<file path="src/rtl/cond_flag_unit_if.sv">
// rtl/cond_flag_unit_if.sv - ALU-decode to condition/flag unit control bundle
//
// Purpose: carries the decoder/ALU outputs into cond_flag_unit and the gated
// write enables, condition result, stored flags and optional counters back.
// Signal summary:
//   instr_valid  live instruction (0 = bubble/stall)
//   cond[3:0]    condition field Instr[31:28]
//   alu_flags    ALU {N,Z,C,V} for the current instruction
//   Flagw[1:0]   [1] writes N,Z ; [0] writes C,V
//   NoWrite      suppress register write-back
//   PCS/RegW/MemW   ungated write requests
//   PCSrc/RegWrite/MemWrite  gated write enables
//   CondEx       condition passed
//   flags_q      stored {N,Z,C,V}
//   exec_cnt/squash_cnt  executed / squashed instruction counts
// master = decoder/ALU side, slave = cond_flag_unit.
interface cond_flag_unit_if #(
  parameter int CNT_W = 16
);
  logic             instr_valid;
  logic [3:0]       cond;
  logic [3:0]       alu_flags;
  logic [1:0]       Flagw;
  logic             NoWrite;
  logic             PCS;
  logic             RegW;
  logic             MemW;
  logic             PCSrc;
  logic             RegWrite;
  logic             MemWrite;
  logic             CondEx;
  logic [3:0]       flags_q;
  logic [CNT_W-1:0] exec_cnt;
  logic [CNT_W-1:0] squash_cnt;

  modport master (
    output instr_valid, cond, alu_flags, Flagw, NoWrite, PCS, RegW, MemW,
    input  PCSrc, RegWrite, MemWrite, CondEx, flags_q, exec_cnt, squash_cnt
  );

  modport slave (
    input  instr_valid, cond, alu_flags, Flagw, NoWrite, PCS, RegW, MemW,
    output PCSrc, RegWrite, MemWrite, CondEx, flags_q, exec_cnt, squash_cnt
  );
endinterface

</file>
<file path="src/rtl/cond_flag_unit.sv">
// rtl/cond_flag_unit.sv - NZCV flag register, condition evaluation and write gating
//
// Purpose: holds the architectural NZCV flags, evaluates the instruction
// condition field against them and gates PC/register/memory writes.
// Ports:
//   clk    system clock, all state on rising edge
//   rst_n  synchronous active-low reset
//   bus    cond_flag_unit_if.slave (see interface file for signal list)
// Optional feature: define COND_COUNT_EN to build the executed/squashed
// instruction counters (CNT_W bits, wrapping); otherwise they read 0.
module cond_flag_unit #(
  parameter int CNT_W = 16
) (
  input logic              clk,
  input logic              rst_n,
  cond_flag_unit_if.slave  bus
);

  logic [3:0] r_flags;
  logic       w_n;
  logic       w_z;
  logic       w_c;
  logic       w_v;
  logic       w_cond_ex;
  logic       w_live;

  assign w_n = r_flags[3];
  assign w_z = r_flags[2];
  assign w_c = r_flags[1];
  assign w_v = r_flags[0];

  // Condition uses only the registered flags, never same-cycle alu_flags,
  // so flags written in cycle k first steer instructions in cycle k+1.
  always_comb begin
    w_cond_ex = 1'b0;
    case (bus.cond)
      4'd0:    w_cond_ex = w_z;
      4'd1:    w_cond_ex = ~w_z;
      4'd2:    w_cond_ex = w_c;
      4'd3:    w_cond_ex = ~w_c;
      4'd4:    w_cond_ex = w_n;
      4'd5:    w_cond_ex = ~w_n;
      4'd6:    w_cond_ex = w_v;
      4'd7:    w_cond_ex = ~w_v;
      4'd8:    w_cond_ex = w_c & ~w_z;
      4'd9:    w_cond_ex = ~w_c | w_z;
      4'd10:   w_cond_ex = (w_n == w_v);
      4'd11:   w_cond_ex = (w_n != w_v);
      4'd12:   w_cond_ex = ~w_z & (w_n == w_v);
      4'd13:   w_cond_ex = w_z | (w_n != w_v);
      4'd14:   w_cond_ex = 1'b1;
      default: w_cond_ex = 1'b0;
    endcase
  end

  // instr_valid first: a bubble forces live low even if cond is unknown.
  assign w_live = bus.instr_valid & w_cond_ex;

  assign bus.CondEx   = w_cond_ex;
  assign bus.PCSrc    = rst_n & bus.PCS & w_live;
  assign bus.RegWrite = rst_n & bus.RegW & ~bus.NoWrite & w_live;
  assign bus.MemWrite = rst_n & bus.MemW & w_live;
  assign bus.flags_q  = r_flags;

  // N,Z and C,V are separate write groups; an unwritten group holds.
  always_ff @(posedge clk) begin
    if (!rst_n) begin
      r_flags <= 4'b0000;
    end else if (w_live) begin
      if (bus.Flagw[1]) r_flags[3:2] <= bus.alu_flags[3:2];
      if (bus.Flagw[0]) r_flags[1:0] <= bus.alu_flags[1:0];
    end
  end

`ifdef COND_COUNT_EN
  logic [CNT_W-1:0] r_exec_cnt;
  logic [CNT_W-1:0] r_squash_cnt;

  // Free-running wrap counters: every live slot is either executed or squashed.
  always_ff @(posedge clk) begin
    if (!rst_n) begin
      r_exec_cnt   <= '0;
      r_squash_cnt <= '0;
    end else if (bus.instr_valid) begin
      if (w_cond_ex) r_exec_cnt   <= r_exec_cnt + CNT_W'(1);
      else           r_squash_cnt <= r_squash_cnt + CNT_W'(1);
    end
  end

  assign bus.exec_cnt   = r_exec_cnt;
  assign bus.squash_cnt = r_squash_cnt;
`else
  assign bus.exec_cnt   = '0;
  assign bus.squash_cnt = '0;
`endif

endmodule

</file>
<file path="src/flat_wrapper.sv">
// flat-port wrapper written by rule: the top's interface ports become plain ports
module cond_flag_unit_flat 
#(
  parameter int CNT_W = 16
)
  (clk, rst_n, bus_instr_valid, bus_cond, bus_alu_flags, bus_Flagw, bus_NoWrite, bus_PCS, bus_RegW, bus_MemW, bus_PCSrc, bus_RegWrite, bus_MemWrite, bus_CondEx, bus_flags_q, bus_exec_cnt, bus_squash_cnt);
  cond_flag_unit_if #(.CNT_W(CNT_W)) bus_i ();
  input logic clk;
  input logic rst_n;
  input wire logic [$bits(bus_i.instr_valid)-1:0] bus_instr_valid;
  input wire logic [$bits(bus_i.cond)-1:0] bus_cond;
  input wire logic [$bits(bus_i.alu_flags)-1:0] bus_alu_flags;
  input wire logic [$bits(bus_i.Flagw)-1:0] bus_Flagw;
  input wire logic [$bits(bus_i.NoWrite)-1:0] bus_NoWrite;
  input wire logic [$bits(bus_i.PCS)-1:0] bus_PCS;
  input wire logic [$bits(bus_i.RegW)-1:0] bus_RegW;
  input wire logic [$bits(bus_i.MemW)-1:0] bus_MemW;
  output wire logic [$bits(bus_i.PCSrc)-1:0] bus_PCSrc;
  output wire logic [$bits(bus_i.RegWrite)-1:0] bus_RegWrite;
  output wire logic [$bits(bus_i.MemWrite)-1:0] bus_MemWrite;
  output wire logic [$bits(bus_i.CondEx)-1:0] bus_CondEx;
  output wire logic [$bits(bus_i.flags_q)-1:0] bus_flags_q;
  output wire logic [$bits(bus_i.exec_cnt)-1:0] bus_exec_cnt;
  output wire logic [$bits(bus_i.squash_cnt)-1:0] bus_squash_cnt;
  assign bus_i.instr_valid = bus_instr_valid;
  assign bus_i.cond = bus_cond;
  assign bus_i.alu_flags = bus_alu_flags;
  assign bus_i.Flagw = bus_Flagw;
  assign bus_i.NoWrite = bus_NoWrite;
  assign bus_i.PCS = bus_PCS;
  assign bus_i.RegW = bus_RegW;
  assign bus_i.MemW = bus_MemW;
  assign bus_PCSrc = bus_i.PCSrc;
  assign bus_RegWrite = bus_i.RegWrite;
  assign bus_MemWrite = bus_i.MemWrite;
  assign bus_CondEx = bus_i.CondEx;
  assign bus_flags_q = bus_i.flags_q;
  assign bus_exec_cnt = bus_i.exec_cnt;
  assign bus_squash_cnt = bus_i.squash_cnt;
  cond_flag_unit #(.CNT_W(CNT_W)) u_core (.clk(clk), .rst_n(rst_n), .bus(bus_i));
endmodule
</file>
<file path="config.mk">
export PLATFORM = sky130hd
export DESIGN_NAME = cond_flag_unit_flat
export DESIGN_NICKNAME = d
export VERILOG_FILES = /design/src/rtl/cond_flag_unit_if.sv /design/src/rtl/cond_flag_unit.sv /design/src/flat_wrapper.sv
export SDC_FILE = /design/constraint.sdc
export NUM_CORES = 1
export LEC_CHECK = 0
export BUFFER_PORTS_ARGS = -buffer_cell sky130_fd_sc_hd__buf_4
export CORE_MARGIN = 1
export CORE_UTILIZATION = 41
export CTS_CLUSTER_DIAMETER = 150
export DETAILED_ROUTE_END_ITERATION = 8
export HOLD_SLACK_MARGIN = 0.06
export PLACE_DENSITY = 0.84
export SYNTH_ARGS = -nofsm -noshare
export SYNTH_HDL_FRONTEND = slang
export SYNTH_SLANG_ARGS = --single-unit
export TNS_END_PERCENT = 5
</file>
<file path="constraint.sdc">
create_clock -name clk -period 2.7 [get_ports clk]
set_clock_uncertainty 0.05 [all_clocks]
set_input_delay 0.405 -clock clk [delete_from_list [all_inputs] [get_ports clk]]
set_output_delay 0.405 -clock clk [all_outputs]
set_load 0.05 [all_outputs]
</file>
---- Word level (Yosys, flattened, before mapping) ----
Index checks and enable logic that the tools add are counted.
storage, ports and cells
  bits in registers ....................... 4
  output and inout bits ................... 40
  word-level logic and storage cells ...... 39
operators by class
  eq/ne operators ......................... 16
  mux-type cells .......................... 1
  bitwise operators ....................... 17
  reduce and logical (&&, ||, !) cells .... 3
operator list
  cell                number
  $eq 4x4->1 const B  7
  $eq 4x3->1 const B  4
  $pmux 1 s15         1
  $and 1x1->1         10
  $eq 4x2->1 const B  2
  $not 1->1           5
  $eq 4x1->1 const B  1
  $logic_not 4->1     1
  $reduce_and 2->1    2
  $or 1x1->1          2
  $eq 1x1->1          1
  $ne 1x1->1          1

---- Logic depth before layout (Yosys ltp) ----
  word-level depth ........................ 5
  gate-level depth with buffers ........... 6
  gate-level depth less buffers ........... 5

---- Worst setup path before layout ----
OpenSTA, ideal clock, no wires.
  kind .................................... reg2out
  start point ............................. register u_core.r_flags[3], in the netlist u_core.bus.flags_q[3]
  end point ............................... output bus_MemWrite
  arrival time ............................ 2.428 ns
  required time ........................... 2.245 ns
  path slack .............................. -0.183 ns
  cell stages (with the launch flop) ...... 7
  buffers on the path ..................... 1
  path through ............................ dfxtp_1 > buf_2 > and2b_2 > o21ai_0 > a311o_1 > a31o_2 > nor2_1
on the way
  cells in the longest elaborated chain, start to end .. 5
  elaborated cells on any way between the ends .. 8
  those cells by class .................... eq/ne (2); mux (1); bitwise (5)
ends and longest elaborated chain
  element                                    line                                        RTL
  from (decl)                                cond_flag_unit.sv:19                        logic [3:0] r_flags;
  from (signal assigned)                     cond_flag_unit.sv:70                        if (bus.Flagw[1]) r_flags[3:2] <= bus.alu_flags[3:2];
  $ne 1x1->1 or $eq 1x1->1 (tied branches)   --
  $or 1x1->1 or $and 1x1->1 (tied branches)  cond_flag_unit.sv:50, cond_flag_unit.sv:49
  $pmux 1 s15 *                              cond_flag_unit.sv:36                        case (bus.cond)
  $and 1x1->1 *                              cond_flag_unit.sv:57                        assign w_live = bus.instr_valid & w_cond_ex;
  $and 1x1->1 *                              cond_flag_unit.sv:62                        assign bus.MemWrite = rst_n & bus.MemW & w_live;
  to (decl)                                  flat_wrapper.sv:20                          output wire logic [$bits(bus_i.MemWrite)-1:0] bus_MemWrite;
Mark *: on every way between the ends. The rest lies on a longest branch, timed or not.

---- Final worst setup path ----
  start point ............................. register u_core.r_flags[3], in the netlist u_core.bus.flags_q[3]
  end point ............................... output bus_RegWrite
on the way
  cells in the longest elaborated chain, start to end .. 5
  elaborated cells on any way between the ends .. 8
  those cells by class .................... eq/ne (2); mux (1); bitwise (5)
ends and longest elaborated chain
  element                                    line                                        RTL
  $ne 1x1->1 or $eq 1x1->1 (tied branches)   --
  $or 1x1->1 or $and 1x1->1 (tied branches)  cond_flag_unit.sv:50, cond_flag_unit.sv:49
  $pmux 1 s15 *                              cond_flag_unit.sv:36
  $and 1x1->1 *                              cond_flag_unit.sv:57
  $and 1x1->1 *                              cond_flag_unit.sv:61                        assign bus.RegWrite = rst_n & bus.RegW & ~bus.NoWrite & w_live;
  to (decl)                                  flat_wrapper.sv:19                          output wire logic [$bits(bus_i.RegWrite)-1:0] bus_RegWrite;
Marked as above.

==> run summary <==
critical path arrival: 2.02 ns
Hold-fix buffers, CTS: 0
final setup vio count: 0
max_cap viols: 0
Yosys reg bits: 4
Worst Path Required: 2.25 ns
IO buf count: 24
setup bufs post-CTS: 0
CP Capture Type: output port
wire per inst: 9.47 um
vias in the first global route: 490
Syn Std Cell Area: 709 sq um
CTS tree: built
DIE HEIGHT: 43.6 um
Pleak: 0.409 nW
Via-to-Cell Ratio: 4.45
fin crit period: 2.48 ns
Worst Path Max Fanout: 8
clk slew on worst S/H paths: 0.04 ns
number of cells on the worst reg-to-reg path: 5
initial antenna violation count: 0
Internal Power: 0.000152 W
Clock Power Share: 21.9%
Clock Tree Buf Depth: 2
total number of vias: 588
startpoint type of the worst setup path: flip-flop
die width: 43.6 um
Routed Antenna Nets: 0
CTS Sinks: 4
area grow syn2layout: 10.4%
Die ar.: 1900 sq um
DP Cell Count: 129
DRT Pass-1 Iters: 6
part of the power in registers: 20.3%
WHS: 0.386 ns
largest net degree at the start of global routing: 15
Post-Syn Instances: 94
post-CTS resize count: 0
synth warn: 0
drt drc: 3
Worst Hold Depth: 3
Worst Setup Path Type: flip-flop to output port
final instance area: 783 sq um
layout cells sized above 1: 29.3%
Pwr Total: 0.000326 W
Multi-input gate area: 473 sq um
Filler Cells Inserted: 154
Synth Area in Simple Gates: 27.3%
GRT Total Usage: 13.5%
post-synthesis adder-cell area fraction: 0%
switching power: 0.000174 W
Cell Area, Placed: 761 sq um
GRT overflow: 0
# diodes: 0
Routed WL: 1250 um
Max Clk Rate: 403 MHz
fin crit share: 91.8%
xor and xnor area share after synthesis: 3.70%
mux share of post-synthesis cell area: 7.05%
Max Slew Vio Count: 0
DP HPWL: 1040 um
first-pass GRT wire length: 1970 um
Root Buffer Master: clkbuf_4
Comb power frac: 57.8%
Post-Layout Cell Count: 132
status: finished, violations left
largest family of logic cells by synthesized area: buffers and inverters
synthesized area per cell: 7.55 sq um
Hold Path Class: input port to flip-flop
Storage cell area: 80.1 sq um
distinct cell type count after synthesis: 35
iteration-0 DRC count of the detailed router: 9
compound-cell area share of the yosys netlist: 11.6%
clock latency on the worst-skew pair: 0.23 ns
peak supply drop: 0.362 mV
Num CTS Buffers: 3
RSZ-0062 raised after global routing: false
failing checks: DRC
Initial Utilization: 45.5%
row cnt: 14
final net count: 135
Final Hold Viols: 0
H-Tree Depth: 1
pwr/cell area: 416 nW/um^2
num ports: 57
switch share: 53.3%
core area: 1560 sq um
sequential element share of the synthesized area: 11.3%
RePlAce Congestion: 0.696
max FFs per register: 4
-- routing by layer --
layer,vias to the layer above,share of wire [%],global-route usage [%]
li1,298,-,-
met3,0,6.2,2.50
met5,-,0,0
met2,28,56,26.6
met4,0,0,3.75
met1,262,38,14.2
-- area by class of cell --
cell class	count	area share, %
well taps	16	2.56
multi-input cells	83	60.4
repair buffers	24	23.0
inverters	2	0.958
flip-flops and latches	4	10.2
clock buffers	3	2.88
-- logic make-up (layout without fill, tap and decap cells) --
| logic type | count (synthesis) | after routing |
|---|---|---|
| flip-flops | 4 | 4 |
| multiplexers | 5 | 5 |
| AO/OA/AOI/OAI | 10 | 10 |
| XOR/XNOR | 3 | 3 |
| buffers and inverters | 38 | 29 |
| other | 1 | 32 |
| AND/OR/NAND/NOR | 33 | 33 |
-- metrics by stage --
| step | utilization [%] | setup WS [ns] | TNS [ns] |
|---|---|---|---|
| 4_1_cts | 50.2 | 0.201 | 0 |
| 2_1_floorplan | - | -0.183 | -0.541 |
| 5_1_grt | 50.2 | 0.118 | 0 |
| 3_5_place_dp | 48.8 | 0.358 | 0 |
| 6_report | 50.2 | 0.220 | 0 |
| 3_3_place_gp | 48.8 | 0.378 | 0 |
-- Yosys cell counts --
cell	n	area, sq um
nand4bb_1	1	11.3
o311ai_2	1	16.3
nand3_1	1	5.00
and2b_2	1	8.76
or2b_1	1	7.51
o221ai_1	1	8.76
a21oi_1	1	5.00
buf_4	32	240
nor3_1	2	10.0
nand2_1	14	52.6
conb_1	1	3.75
dfxtp_1	4	80.1
nor2b_1	1	6.26
nor4b_1	1	8.76
and2_1	1	6.26
and4bb_1	1	12.5
xor2_1	2	17.5
nor3_2	1	10.0
buf_2	2	10.0
inv_1	2	7.51
a31oi_1	2	12.5
and3_2	1	7.51
a31o_2	1	8.76
clkbuf_1	1	3.75
xnor2_1	1	8.76
mux2i_1	5	50.1
a211oi_1	1	7.51
and2b_1	1	7.51
nor2_1	4	15.0
o21ai_0	1	5.00
nor3b_2	1	12.5
and4bb_2	1	12.5
buf_6	1	11.3
a311o_1	1	10.0
a32oi_1	1	8.76
-- placed cells by master, fill, tap and decap left out, types with 2 or more instances in the layout --
| master | Yosys | final |
|---|---|---|
| nor2_1 | 4 | 4 |
| mux2i_1 | 5 | 5 |
| inv_1 | 2 | 2 |
| buf_4 | 32 | 24 |
| clkbuf_4 | 0 | 3 |
| nand2_1 | 14 | 14 |
| xor2_1 | 2 | 2 |
| nor3_1 | 2 | 2 |
| a31oi_1 | 2 | 2 |
| conb_1 | 1 | 32 |
| dfxtp_1 | 4 | 4 |
-- final timing paths --
kind / start / slack (ns) / end
hold reg to reg: u_core.bus.flags_q[1] / 0.47 / u_core.bus.flags_q[1]
setup reg to reg: u_core.bus.flags_q[3] / 0.83 / u_core.bus.flags_q[0]
setup / recovery: u_core.bus.flags_q[3] / 0.22 / bus_RegWrite
hold / removal: bus_alu_flags[3] / 0.39 / u_core.bus.flags_q[3]
-- worst max-delay path, stage by stage (launching register included) --
cell and delay (ns):
dfxtp_1 0.49, and4bb_2 0.27, nor3_1 0.05, a311o_1 0.36, a31o_2 0.27, nor3_2 0.14
buf_4 0.21
-- power by group through the flow --
stage / logic [W] / registers (W) / clock network (W)
2_1_floorplan: 0.000185 / 0.0000736 / 0
3_3_place_gp: 0.000185 / 0.0000671 / 0
3_5_place_dp: 0.000188 / 0.0000672 / 0
4_1_cts: 0.000188 / 0.0000664 / 0.0000755
5_1_grt: 0.000198 / 0.0000669 / 0.0000766
6_report: 0.000188 / 0.0000663 / 0.0000714
No activity file was read; power rests on OpenSTA's default activity.
